**src/rtl/twiddle_butterfly.sv**
```systemverilog
// Radix-2 DIT butterfly with a Q2.10 twiddle multiply, 3-stage elastic pipeline.
// Optional feature: define BFLY_SAT_EN to saturate P to DATA_W bits (default build wraps).
module twiddle_butterfly #(
    parameter int DATA_W = 16
) (
    input  logic                     CLK,
    input  logic                     RST,
    input  logic                     In_Valid,
    output logic                     In_Ready,
    input  logic signed [DATA_W-1:0] A_Real,
    input  logic signed [DATA_W-1:0] A_Img,
    input  logic signed [DATA_W-1:0] B_Real,
    input  logic signed [DATA_W-1:0] B_Img,
    input  logic signed [11:0]       W8_Real,
    input  logic signed [11:0]       W8_Img,
    output logic                     Out_Valid,
    input  logic                     Out_Ready,
    output logic signed [DATA_W:0]   Y0_Real,
    output logic signed [DATA_W:0]   Y0_Img,
    output logic signed [DATA_W:0]   Y1_Real,
    output logic signed [DATA_W:0]   Y1_Img,
    output logic                     Sat_Flag
);

`ifdef BFLY_SAT_EN
    localparam bit SAT_EN = 1'b1;
`else
    localparam bit SAT_EN = 1'b0;
`endif

    localparam int PW = DATA_W + 12;
    localparam int FW = DATA_W + 13;
    localparam logic signed [FW-1:0] HALF = FW'(512);
    localparam logic signed [FW-1:0] MAXV = FW'((longint'(1) <<< (DATA_W - 1)) - 1);
    localparam logic signed [FW-1:0] MINV = -MAXV - FW'(1);

    logic advance;
    assign advance  = ~Out_Valid | Out_Ready;
    assign In_Ready = advance;

    // Operands widened to the product width so the multiply is done at full precision.
    logic signed [PW-1:0] br_x, bi_x, wr_x, wi_x;
    assign br_x = PW'(B_Real);
    assign bi_x = PW'(B_Img);
    assign wr_x = PW'(W8_Real);
    assign wi_x = PW'(W8_Img);

    logic                     s1_v;
    logic signed [PW-1:0]     s1_rr, s1_ii, s1_ri, s1_ir;
    logic signed [DATA_W-1:0] s1_a_re, s1_a_im;

    logic                     s2_v;
    logic signed [DATA_W-1:0] s2_p_re, s2_p_im;
    logic signed [DATA_W-1:0] s2_a_re, s2_a_im;

    logic sat_q;

    logic signed [FW-1:0] p_re_full, p_im_full, p_re_sh, p_im_sh;
    assign p_re_full = {s1_rr[PW-1], s1_rr} - {s1_ii[PW-1], s1_ii};
    assign p_im_full = {s1_ri[PW-1], s1_ri} + {s1_ir[PW-1], s1_ir};
    assign p_re_sh   = (p_re_full + HALF) >>> 10;
    assign p_im_sh   = (p_im_full + HALF) >>> 10;

    logic                     clip_re, clip_im;
    logic signed [DATA_W-1:0] p_re_red, p_im_red;

    always_comb begin
        clip_re  = (p_re_sh > MAXV) || (p_re_sh < MINV);
        clip_im  = (p_im_sh > MAXV) || (p_im_sh < MINV);
        p_re_red = p_re_sh[DATA_W-1:0];
        p_im_red = p_im_sh[DATA_W-1:0];
        if (SAT_EN) begin
            if (p_re_sh > MAXV) p_re_red = MAXV[DATA_W-1:0];
            if (p_re_sh < MINV) p_re_red = MINV[DATA_W-1:0];
            if (p_im_sh > MAXV) p_im_red = MAXV[DATA_W-1:0];
            if (p_im_sh < MINV) p_im_red = MINV[DATA_W-1:0];
        end
    end

    always_ff @(posedge CLK) begin
        if (RST) begin
            s1_v      <= 1'b0;
            s1_rr     <= '0;
            s1_ii     <= '0;
            s1_ri     <= '0;
            s1_ir     <= '0;
            s1_a_re   <= '0;
            s1_a_im   <= '0;
            s2_v      <= 1'b0;
            s2_p_re   <= '0;
            s2_p_im   <= '0;
            s2_a_re   <= '0;
            s2_a_im   <= '0;
            Out_Valid <= 1'b0;
            Y0_Real   <= '0;
            Y0_Img    <= '0;
            Y1_Real   <= '0;
            Y1_Img    <= '0;
            sat_q     <= 1'b0;
        end else if (advance) begin
            s1_v      <= In_Valid;
            s1_rr     <= br_x * wr_x;
            s1_ii     <= bi_x * wi_x;
            s1_ri     <= br_x * wi_x;
            s1_ir     <= bi_x * wr_x;
            s1_a_re   <= A_Real;
            s1_a_im   <= A_Img;
            s2_v      <= s1_v;
            s2_p_re   <= p_re_red;
            s2_p_im   <= p_im_red;
            s2_a_re   <= s1_a_re;
            s2_a_im   <= s1_a_im;
            Out_Valid <= s2_v;
            Y0_Real   <= {s2_a_re[DATA_W-1], s2_a_re} + {s2_p_re[DATA_W-1], s2_p_re};
            Y0_Img    <= {s2_a_im[DATA_W-1], s2_a_im} + {s2_p_im[DATA_W-1], s2_p_im};
            Y1_Real   <= {s2_a_re[DATA_W-1], s2_a_re} - {s2_p_re[DATA_W-1], s2_p_re};
            Y1_Img    <= {s2_a_im[DATA_W-1], s2_a_im} - {s2_p_im[DATA_W-1], s2_p_im};
            // Only a real sample clipping in the S2 load counts; bubbles never set the flag.
            if (SAT_EN && s1_v && (clip_re || clip_im))
                sat_q <= 1'b1;
        end
    end

    assign Sat_Flag = SAT_EN ? sat_q : 1'b0;

endmodule
```
**config.mk**
```make
export PLATFORM = sky130hd
export DESIGN_NAME = twiddle_butterfly
export DESIGN_NICKNAME = d
export VERILOG_FILES = /design/src/rtl/twiddle_butterfly.sv
export SDC_FILE = /design/constraint.sdc
export NUM_CORES = 2
export LEC_CHECK = 0
export CORE_ASPECT_RATIO = 0.8
export CORE_MARGIN = 8
export CORE_UTILIZATION = 55
export DETAILED_ROUTE_END_ITERATION = 16
export PLACE_DENSITY = 0.83
export REMOVE_ABC_BUFFERS = 1
export SLEW_MARGIN = 20
export SYNTH_ARGS = -nofsm -noshare
export SYNTH_HDL_FRONTEND = slang
export SYNTH_SLANG_ARGS = --single-unit
```
**constraint.sdc**
```tcl
create_clock -name CLK -period 7.05 [get_ports CLK]
set_input_delay 1.0575 -clock CLK [delete_from_list [all_inputs] [get_ports CLK]]
set_output_delay 1.0575 -clock CLK [all_outputs]
set_load 0.005 [all_outputs]
```
# Word-level counts from Yosys, hierarchy flattened
# Index checks and enable logic that the tools add are counted.
# op_classes
addsub	8
n_mul	4
n_bitwise	2
# op_table
op	count
$mul A16 B12 Y26	4
$add A26 B11 Y26 const B	2
$add A16 B16 Y17	2
$sub A16 B16 Y17	2
$add A26 B26 Y26	1
$sub A26 B26 Y26	1
$not A1 Y1	1
$or A1 B1 Y1	1
# word_totals
register_bits	271
in_bits	92
out_inout_bits	71
elab_cells	31

# Depth between registers and ports, before layout
# logic_depth
depth_word	2
depth_mapped	22

# Least setup slack after synthesis
# Ideal clock, no wire load.
# synth_path
path_kind	input to register
startpoint	in W8_Real[6]
endpoint	reg s1_rr[22]
setup_time_ns	0.124
arrival_time_ns	5.925
required_ns	6.926
slack_ns	1.000
cell_stages	20
path_cell_list	clkbuf_1 -> nand2_1 -> fa_1 -> inv_1 -> fa_1 -> fa_1 -> fa_1 -> inv_1 -> fa_1 -> inv_1 -> ha_1 -> a21o_1 -> a21o_1 -> a21oi_1 -> o21ai_1 -> a311o_1 -> a31o_2 -> a21oi_1 -> xor2_1 -> o21ai_1
# synth_via
elab_chain_cells	1
# synth_rtl
item	line	source
start, declared	14	input logic signed [11:0] W8_Real,
$mul A16 B12 Y26	102	s1_rr <= br_x * wr_x;
end signal, assigned	102	
end, declared	49	logic signed [PW-1:0] s1_rr, s1_ii, s1_ri, s1_ir;
# Every way passes these cells.
# A chain may end at the register's enable or synchronous reset.

# Worst setup path in the final report
# layout_path
startpoint	in W8_Img[0]
endpoint	reg s1_ii[25]
# layout_via
elab_chain_cells	1
# layout_rtl
item	line	source
start, declared	15	input logic signed [11:0] W8_Img,
$mul A16 B12 Y26	103	s1_ii <= bi_x * wi_x;
end signal, assigned	103	
end, declared	49	
# Every way passes these cells.

==> results.md <==
- Status: complete, no violations
- TritonCTS Buffers: 31
- Largest net degree at the start of global routing: 217
- Global-route wire length before repair: 172 mm
- Worst path bufs/invs: 6
- Worst path required time: 7.49 ns
- Total GRT Usage: 25.2%
- Ant. Diodes: 0
- Die width: 318 um
- Cell family with most CP delay: adder cells
- Final Max Tran Viols: 0
- Kind of critical path: in2reg
- # fillers: 6010
- Die area: 82000 um^2
- CP max stage cell: fa_1
- Fin nets: 5976
- Worst-Skew Late Latency: 0.62 ns
- Rel. slew slack: 25.3%
- Maximum Capacitance Violations: 0
- Post-synth top area share: 33.7%
- Initial Util: 55.6%
- Drt pass-1 iters: 6
- Total Power: 22.3 mW
- Post-synth EDFFs: 0
- Clock tree from TritonCTS: yes
- CTS root buf: clkbuf_16
- Synth Warn #: 0
- Sink Count: 269
- Worst vdd ir: 536 uV
- CP arrival: 6.92 ns
- Post-Layout Inst Area: 44500 um^2
- Antenna-violating nets left: 0
- Yosys top cell by area: fa_1
- Total negative setup slack: 0 ns
- Vias in the first global route: 33.8k
- Iter 0 DRT Violations: 2594
- CP Capture Type: flip-flop
- Crit path cell chain: clkdlybuf4s50_1 > buf_12 > buf_4 > nand2_1 > fa_1 > inv_1 > ha_1 > fa_1 > inv_1 > fa_1 > fa_1 > inv_1 > ha_1 > nor2b_1 > o21ai_0 > a21o_1 > a211oi_1 > o211ai_1 > a21oi_1 > o41ai_1 > xnor2_1 > a211oi_1
- Slew @ Worst Pin: 1.12 ns
- Syn Area/Cell: 8.42 um^2
- Share of synthesized registers carrying an async set or reset: 0%
- Synth unique cells: 87
- Post-Syn Instances: 4775
- # setup viols final: 0
- Most used cell, CP: fa_1
- Detailed Place HPWL: 76.4 mm
- Die height: 258 um
- Synth area leaders: fa_1 34%, dfxtp_1 13%, ha_1 12%
- Static Leak: 21.7 nW
- Sequential cell area fraction in the yosys report: 13.4%
- DRT Wirelength: 102 mm
- Worst slack, placed: 0.109 ns
- Core ar.: 72200 um^2
- WL/cell: 17.6 um
- Clk_skew: 0.0242 ns
- Hold Path Class: reg2reg
- Final Hold Fails: 0
- Mapped Area: 40200 um^2
- Clock transition at path regs: 0.06 ns
- CTS max path bufs: 3
- CP peak stage delay: 0.55 ns
- Final worst slack: 0.574 ns
- CTS resizes: 0
- Max Clk Rate: 154 MHz
- Top FF cell, synth: dfxtp_1
- H-tree Lvls: 1
- Pwr dens: 501 nW/um^2
- Post-CTS Setup Repair Bufs: 0
- RSZ-0062 raised after global routing: false
- Grt total ovfl: 0
- Critical Path Source Type: primary input
- Vias/cell: 5.52
- Initial antenna violation count: 2
- Port Buffers: 161
- Post-DP Area: 43400 um^2
- DR DRC count: 0
- Fin crit period: 6.48 ns
- FF+latch count, synth: 269
- CTS Hold Buffers Added: 0
- Number of cell rows: 88
- Vias post-DR: 32.0k
- Share of cells above drive strength 1: 3.88%
- Share of the clock period used by the worst path: 91.9%
- Area growth syn-to-layout: 10.7%
- Worst-path fanout max: 22
- Gpl congestion: 0.932
- I/O pins: 163
layer usage:
| layer | vias up | GRT usage (%) | part of all wire, % |
|---|---|---|---|
| met2 | 1294 | 40.0 | 44 |
| li1 | 14758 | - | - |
| met4 | 4 | 10.1 | 4.7 |
| met1 | 15745 | 34.1 | 42 |
| met5 | - | 0 | 0.026 |
| met3 | 218 | 4.92 | 8.9 |
placed cells by master (no fill, tap or decap), types with 35 or more instances in the layout:
cell type / netlist / routed
o21ai_0: 86 / 86
a21o_1: 35 / 35
and2_1: 224 / 224
nand2_1: 872 / 872
clkdlybuf4s50_1: 0 / 160
nor3_1: 41 / 41
xor2_1: 35 / 35
buf_4: 3 / 44
inv_1: 935 / 935
or3_1: 38 / 38
a211oi_1: 54 / 54
nor2_1: 161 / 159
ha_1: 382 / 382
dfxtp_1: 269 / 269
nand3_1: 44 / 44
a21oi_1: 279 / 279
fa_1: 676 / 676
xnor2_1: 123 / 123
buf_12: 0 / 49
per-stage QoR:
stage	std cells	hold WS [ns]	util (%)
after global placement	5738	0.436	60.1
after detailed placement	5738	0.443	60.1
after CTS	5796	0.450	61.6
after global routing	5796	0.469	61.6
final	5796	0.450	61.6
after floorplan	4539	0.421	-
cells by family after synthesis:
logic type	count (synthesis)	synth area share [%]
simple gates	1481	16.5
buf+inv	1172	11.0
fa+ha+maj	1058	45.6
compound gates	635	10.1
flops	269	13.4
xor+xnor	158	3.44
other cells	1	0.00933
mux	1	0.0280
flip-flops by register name, indices dropped and copies added (netlist names), 17 cells and up:
register,flops
s1_rr,26
s1_ri,26
s1_ir,26
Y0_Real,17
s1_ii,26
Y0_Img,17
layout make-up:
class / instances / area [um^2] / share of cell area (%)
timing repair buffer: 254 / 2930 / 6.58
clock buffer: 44 / 875 / 1.97
clock inverter: 14 / 195 / 0.439
sequential: 269 / 5390 / 12.1
inverter: 936 / 3520 / 7.91
multi-input combinational: 3334 / 30400 / 68.3
tap: 945 / 1180 / 2.66
worst paths after layout:
path	from	end	slack, ns	depth (start not counted)
max reg2reg	s1_ii[7]	s2_p_re[12]	3.91	12
min reg2reg	Y1_Real[6]	Y1_Real[6]	0.45	2
max	W8_Img[0]	s1_ii[25]	0.57	22
min	Y1_Real[6]	Y1_Real[6]	0.45	2
tightest hold or removal path, cell delays in order (launching register included):
cell     delay, ns
dfxtp_1       0.30
nand2_1       0.05
a21oi_1       0.05
cells in the mapped netlist, types with 41 or more instances:
cell type and n:
nand2_1 872, nor3_1 41, a211oi_1 54, and2_1 224
dfxtp_1 269, clkbuf_1 226, fa_1 676, o21ai_0 86
ha_1 382, a21oi_1 279, nand3_1 44, xnor2_1 123
inv_1 935, nor2_1 161
power breakdown:
part / internal (mW) / leakage [nW] / total [mW] / switching, mW
clock network: 0.989 / 0.520 / 1.73 / 0.744
registers: 2.07 / 2.23 / 2.39 / 0.316
logic: 7.74 / 19.0 / 18.2 / 10.4
(Power assumes the default switching activity.)
